**config.mk**
```make
export PLATFORM = sky130hd
export DESIGN_NAME = cpu_trace_monitor
export DESIGN_NICKNAME = d
export VERILOG_FILES = /design/src/rtl/trace_pkg.sv /design/src/rtl/trace_ring_buf.sv /design/src/rtl/cpu_trace_monitor.sv
export SDC_FILE = /design/constraint.sdc
export NUM_CORES = 2
export LEC_CHECK = 0
export BUFFER_PORTS_ARGS = -buffer_cell sky130_fd_sc_hd__buf_2
export CELL_PAD_IN_SITES_DETAIL_PLACEMENT = 0
export CELL_PAD_IN_SITES_GLOBAL_PLACEMENT = 1
export CORE_MARGIN = 2
export CORE_UTILIZATION = 59
export CTS_CLUSTER_DIAMETER = 100
export CTS_CLUSTER_SIZE = 8
export DETAILED_ROUTE_END_ITERATION = 8
export PLACE_DENSITY = 0.83
export SLEW_MARGIN = 10
export SYNTH_ARGS = -nofsm -noshare
export SYNTH_HDL_FRONTEND = slang
export SYNTH_SLANG_ARGS = --single-unit
```
**constraint.sdc**
```tcl
create_clock -name CLK -period 5.47 [get_ports CLK]
set_input_delay 1.094 -clock CLK [delete_from_list [all_inputs] [get_ports CLK]]
set_output_delay 1.094 -clock CLK [all_outputs]
set_load 0.02 [all_outputs]
```
**src/rtl/trace_pkg.sv**
```systemverilog
// rtl/trace_pkg.sv - shared types and helpers for the CPU trace monitor
package trace_pkg;

  typedef enum logic [1:0] {
    ST_IDLE = 2'd0,
    ST_RUN  = 2'd1,
    ST_DONE = 2'd2
  } state_t;

  localparam logic [1:0] CAUSE_NONE    = 2'b00;
  localparam logic [1:0] CAUSE_TIMEOUT = 2'b01;
  localparam logic [1:0] CAUSE_HALT    = 2'b10;
  localparam logic [1:0] CAUSE_BOTH    = 2'b11;

  // Trace entry layout is {stamp, pc, ir}
  function automatic int entry_width(input int ts_w, input int pc_w, input int ir_w);
    return ts_w + pc_w + ir_w;
  endfunction

endpackage

```
**src/rtl/trace_ring_buf.sv**
```systemverilog
// rtl/trace_ring_buf.sv - circular trace store, overwrites oldest entry when full
module trace_ring_buf #(
  parameter int DEPTH = 16,
  parameter int W     = 80,
  localparam int PTR_W = $clog2(DEPTH),
  localparam int LVL_W = $clog2(DEPTH) + 1
) (
  input  logic             clk,
  input  logic             rst_n,
  input  logic             clear,
  input  logic             push,
  input  logic [W-1:0]     push_data,
  input  logic             pop_ready,
  output logic             valid,
  output logic [W-1:0]     head_data,
  output logic [LVL_W-1:0] level,
  output logic             overflow
);

  logic [W-1:0]     mem [DEPTH];
  logic [PTR_W-1:0] wr_ptr;
  logic [PTR_W-1:0] rd_ptr;
  logic             full;
  logic             pop;

  // Head view is combinational; an empty buffer shows zero
  always_comb begin
    valid     = (level != '0);
    full      = (level == LVL_W'(DEPTH));
    pop       = valid & pop_ready;
    head_data = valid ? mem[rd_ptr] : '0;
  end

  // Storage array carries no reset; pointers alone define what is valid
  always_ff @(posedge clk) begin
    if (push) mem[wr_ptr] <= push_data;
  end

  // Pointer, level and sticky overflow bookkeeping; a push into a full buffer drags rd_ptr along
  always_ff @(posedge clk or negedge rst_n) begin
    if (!rst_n) begin
      wr_ptr   <= '0;
      rd_ptr   <= '0;
      level    <= '0;
      overflow <= 1'b0;
    end else if (clear) begin
      wr_ptr   <= '0;
      rd_ptr   <= '0;
      level    <= '0;
      overflow <= 1'b0;
    end else begin
      if (push) wr_ptr <= wr_ptr + PTR_W'(1);
      if (pop || (push && full)) rd_ptr <= rd_ptr + PTR_W'(1);
      if (push && !pop && !full) level <= level + LVL_W'(1);
      else if (!push && pop) level <= level - LVL_W'(1);
      if (push && full && !pop) overflow <= 1'b1;
    end
  end

endmodule

```
**src/rtl/cpu_trace_monitor.sv**
```systemverilog
// rtl/cpu_trace_monitor.sv - run monitor: cycle budget, self-loop halt detect, PC/IR trace
module cpu_trace_monitor
  import trace_pkg::*;
#(
  parameter int PC_W       = 32,
  parameter int IR_W       = 32,
  parameter int TS_W       = 16,
  parameter int DEPTH      = 16,
  parameter int CNT_W      = 32,
  parameter int MAX_CYCLES = 2048,
  parameter int HALT_LIMIT = 8,
  localparam int ENTRY_W   = entry_width(TS_W, PC_W, IR_W),
  localparam int LVL_W     = $clog2(DEPTH) + 1
) (
  input  logic               CLK,
  input  logic               RST,
  input  logic               START,
  input  logic               RETIRE,
  input  logic [PC_W-1:0]    PC,
  input  logic [IR_W-1:0]    IR,
  input  logic               RD_READY,
  output logic               RD_VALID,
  output logic [ENTRY_W-1:0] RD_DATA,
  output logic [LVL_W-1:0]   LEVEL,
  output logic               OVERFLOW,
  output logic [CNT_W-1:0]   CYCLES,
  output logic               DONE,
  output logic [1:0]         CAUSE
);

  localparam int RL_W = $clog2(HALT_LIMIT + 1);
  localparam logic [CNT_W-1:0] TIMEOUT_AT = (MAX_CYCLES == 0) ? '0 : CNT_W'(MAX_CYCLES - 1);

  state_t          state, next_state;
  logic            in_run;
  logic            start_ok;
  logic            timeout;
  logic            halt;
  logic [RL_W-1:0] run_len, next_run_len;
  logic [PC_W-1:0] last_pc;

  // State register
  always_ff @(posedge CLK or negedge RST) begin
    if (!RST) state <= ST_IDLE;
    else      state <= next_state;
  end

  // Next-state logic; START while running is ignored
  always_comb begin
    next_state = state;
    unique case (state)
      ST_IDLE: if (START) next_state = ST_RUN;
      ST_RUN:  if (timeout || halt) next_state = ST_DONE;
      ST_DONE: if (START) next_state = ST_RUN;
      default: next_state = ST_IDLE;
    endcase
  end

  // Decoded state outputs and stop conditions
  always_comb begin
    in_run   = (state == ST_RUN);
    start_ok = START && (state != ST_RUN);
    DONE     = (state == ST_DONE);
    timeout  = in_run && (MAX_CYCLES != 0) && (CYCLES == TIMEOUT_AT);
    if (RETIRE && (run_len != '0) && (PC == last_pc)) next_run_len = run_len + RL_W'(1);
    else                                               next_run_len = RL_W'(1);
    halt = in_run && RETIRE && (next_run_len == RL_W'(HALT_LIMIT));
  end

  // Cycle counter, halt run tracker and stop cause; START clears them for a fresh run
  always_ff @(posedge CLK or negedge RST) begin
    if (!RST) begin
      CYCLES  <= '0;
      CAUSE   <= CAUSE_NONE;
      run_len <= '0;
      last_pc <= '0;
    end else if (start_ok) begin
      CYCLES  <= '0;
      CAUSE   <= CAUSE_NONE;
      run_len <= '0;
      last_pc <= '0;
    end else if (in_run) begin
      if (CYCLES != '1) CYCLES <= CYCLES + CNT_W'(1);
      if (RETIRE) begin
        last_pc <= PC;
        run_len <= next_run_len;
      end
      if (timeout || halt) CAUSE <= {halt, timeout};
    end
  end

  trace_ring_buf #(
    .DEPTH (DEPTH),
    .W     (ENTRY_W)
  ) u_ring (
    .clk       (CLK),
    .rst_n     (RST),
    .clear     (start_ok),
    .push      (in_run && RETIRE),
    .push_data ({CYCLES[TS_W-1:0], PC, IR}),
    .pop_ready (RD_READY),
    .valid     (RD_VALID),
    .head_data (RD_DATA),
    .level     (LEVEL),
    .overflow  (OVERFLOW)
  );

endmodule

```
==> run_results.csv <==
group,metric,value,unit
timing,maxSlewHeadroom,0.359,
timing,fmax,211,MHz
cts,cts-buffers-inserted,188,
critical_path,slowest_stage,"dfrtp_4",
detailed_routing,drt_iter0_markers,3613,
yosys,synth_edf_count,1280,
global_routing,overflow,0,
detailed_routing,ant_nets,0,
yosys,yosys.area.top_type,"edfxtp_1",
cts,post-cts-setup-buffers,0,
critical_path,crit_fanout,27,
power_and_ir_drop,ir_drop,0.000366,V
final_layout,drive_gt1_frac,0.325,
status,outcome,"finished, final reports clean",
timing,skew,0.0278,ns
global_routing,antenna_found_initial,11,
yosys,yosysWarnings,0,
critical_path,max_stage_delay,0.78,ns
floorplanning,initial_core_util,0.594,
global_routing,grt_pass1_wl,188000,µm
critical_path,cp_cell_sequence,"buf_12 -> buf_12 -> mux4_2 -> mux4_2 -> and2_1 -> buf_2",
critical_path,end_kind,"output port",
yosys,synth_area,0.0533,mm²
cts,htree_levels,4,
cts,cts.repair.resized,0,
floorplanning,die_h,305,µm
critical_path,required,4.38,ns
final_layout,fillCellCount,5310,
final_layout,stdcell_area,0.0613,mm²
cts,clk_latency,0.77,ns
detailed_routing,routedWlPerCell,32.2,µm
critical_path,startpoint_type,"flip-flop",
cts,hold_buffers,0,
detailed_routing,wl_met2,64100,µm
yosys,synth_area_per_cell,22.6,µm²
job,maxCapViolations,0,
global_routing,track_usage,0.280,
yosys,synth_cell_types,63,
timing,period_needed,4.74,ns
timing,worstMarginPinSlew,0.961,ns
cts,cts_tree,"yes",
power_and_ir_drop,p_leak,20.0,nW
floorplanning,design.portCount,191,
timing,final.period_utilization,0.867,
detailed_routing,highest_layer,"met5",
cts,cts.clk_slew.worst_paths,0.06,ns
floorplanning,num_rows,110,
yosys,ys.flop_type,"edfxtp_1",
detailed_routing,wirelength,127000,µm
place,place.gp.congestion,0.864,
timing,hold-worst-slack,0.363,ns
critical_path,critPathKind,"flip-flop to output port",
final_layout,final_common_cell,"edfxtp_1",
place,dp_hpwl,62800,µm
min_path,hold_path_class,"primary input to asynchronous set/reset pin",
yosys,synth-seq-cells,1366,
place,placed_cell_area,0.0561,mm²
critical_path,worstPathArrival,3.65,ns
yosys,synthTopCellsByArea,"edfxtp_1 72%, mux4_2 17%, dfrtp_1 4.0%, and2_1 1.1%, xnor2_1 0.54%",
yosys,synth.yosys.seq_area_share,0.762,
detailed_routing,drt_pass1_iterations,6,
cts,clock-root-buffer,"clkbuf_16",
cts,clockBufferDepth,3,
global_routing,grt_pass1_vias,28000,
timing,rsz0062_at_grt,"false",
floorplanning,design.core.area,0.0897,mm²
final_layout,area_growth,15.0,%
yosys,syn_inst,2361,
floorplanning,die_w,305,µm
detailed_routing,wl_met1,48300,µm
critical_path,rr_worst_depth,7,
yosys,yosys.area.top_type_share,0.721,
yosys,synthesis.nets,2442,
global_routing,grt_max_degree,59,
detailed_routing,vias_per_cell,6.70,
detailed_routing,dr_total_vias,26300,
timing,setup_viol,0,
yosys,synthArstFlopShare,0.0630,
final_layout,layout.nets,2767,
timing,slew_violations,0,
cts,cts.sinks,1366,
detailed_routing,route.met3.wl,11300,µm
power_and_ir_drop,p_per_area,527,mW/mm²
floorplanning,die-area,0.0927,mm²
detailed_routing,drc,0,
timing,final_hold_viol_count,0,
final_layout,final_cell_mix,"1280 x edfxtp_1, 400 x mux4_2, 190 x clkbuf_16",
place,port_buffers,190,
timing,fin_setup_tns,0,ns
## state kept, by name, summed over array words and instances, names as in the netlist
| name | count |
|---|---|
| u_ring.overflow | 1 |
| u_ring.mem | 1280 |
| CYCLES | 32 |
| u_ring.rd_ptr | 4 |
| CAUSE | 2 |
| last_pc | 32 |
| state | 2 |
| u_ring.wr_ptr | 4 |
| u_ring.level | 5 |
| run_len | 4 |
## cells in the mapped netlist, types with 4 or more instances
cell / instances
o41ai_1: 4
o31ai_1: 5
or4_1: 6
edfxtp_1: 1280
a21oi_1: 24
o311ai_1: 4
clkbuf_1: 70
ha_1: 11
a21o_1: 4
a31oi_1: 5
nor4_1: 7
o21ai_1: 8
buf_2: 33
nor2b_1: 4
mux4_2: 400
nand3_1: 26
buf_6: 5
xor2_1: 7
xnor2_1: 33
buf_1: 6
nand2b_1: 5
dfrtp_1: 86
and4_1: 6
o21ai_0: 19
inv_1: 16
nor3_1: 10
nor2_1: 22
and2_1: 97
o211ai_1: 6
a22o_1: 31
nand2_1: 32
and3_1: 4
nand4_1: 24
or3_1: 15
## logic make-up (layout without fill, tap and decap cells)
kind of cell | after synthesis | in the layout | share of synthesized area
compound gates | 119 | 119 | 0.0154
xor+xnor | 40 | 40 | 0.00657
fa+ha+maj | 12 | 12 | 0.00296
buf+inv | 134 | 528 | 0.0111
flops | 1366 | 1366 | 0.762
mux | 405 | 405 | 0.170
other cells | 0 | 3 | 0
simple gates | 285 | 285 | 0.0323
## layout make-up
type | count | area, µm² | share of cell area
Tap cell | 1176 | 1470 | 0.0240
Sequential cell | 1366 | 40600 | 0.663
Clock buffer | 247 | 4970 | 0.0811
Antenna cell | 3 | 7.51 | 0.000123
Multi-Input combinational cell | 861 | 12200 | 0.198
Inverter | 17 | 65.1 | 0.00106
Timing Repair Buffer | 252 | 1810 | 0.0295
Clock inverter | 12 | 191 | 0.00312
## path summary, 6_finish.rpt
check	from	end	slack, ns
setup / recovery	u_ring.rd_ptr[0]$_DFFE_PN0P_	RD_DATA[46]	0.73
hold / removal	RST	CYCLES[20]$_DFFE_PN0P_	0.36
setup reg to reg	u_ring.level[2]$_DFFE_PN0P_	u_ring.level[0]$_DFFE_PN0P_	2.36
hold reg to reg	CAUSE[1]$_DFFE_PN0P_	CAUSE[1]$_DFFE_PN0P_	0.51
max in group asynchronous	RST	u_ring.rd_ptr[0]$_DFFE_PN0P_	4.06
min in group CLK	CAUSE[1]$_DFFE_PN0P_	CAUSE[1]$_DFFE_PN0P_	0.51
## per-stage QoR
stage / total power [W] / worst slack, ns / util / instances
detailed placement: 0.0221 / 1.57 / 0.625 / 3672
global placement: 0.0219 / 1.60 / 0.625 / 3672
global route: 0.0334 / 0.569 / 0.683 / 3932
finish: 0.0323 / 0.728 / 0.683 / 3934
CTS: 0.0326 / 0.641 / 0.683 / 3931
floorplan: 0.0192 / 1.25 / - / 2361
## layer usage
layer | vias up | GRT usage
met5 | - | 0
met4 | 12 | 0.0850
met3 | 232 | 0.0579
met2 | 1492 | 0.455
met1 | 14000 | 0.391
li1 | 10600 | -
## report_power, final
part	total, W	switching [W]	internal, W
Combinational	0.00891	0.00469	0.00423
Sequential	0.0130	0.000652	0.0124
Clock	0.0104	0.00412	0.00624
Total	0.0323	0.00946	0.0229
## critical path, delay by kind of cell (launching register included)
family	cells	cell delay (ns)
buffers and inverters	3	0.76
flip-flops	1	0.78
multiplexers	2	1.09
AND/OR/NAND/NOR	1	0.21
No activity file was read; power rests on OpenSTA's default activity.
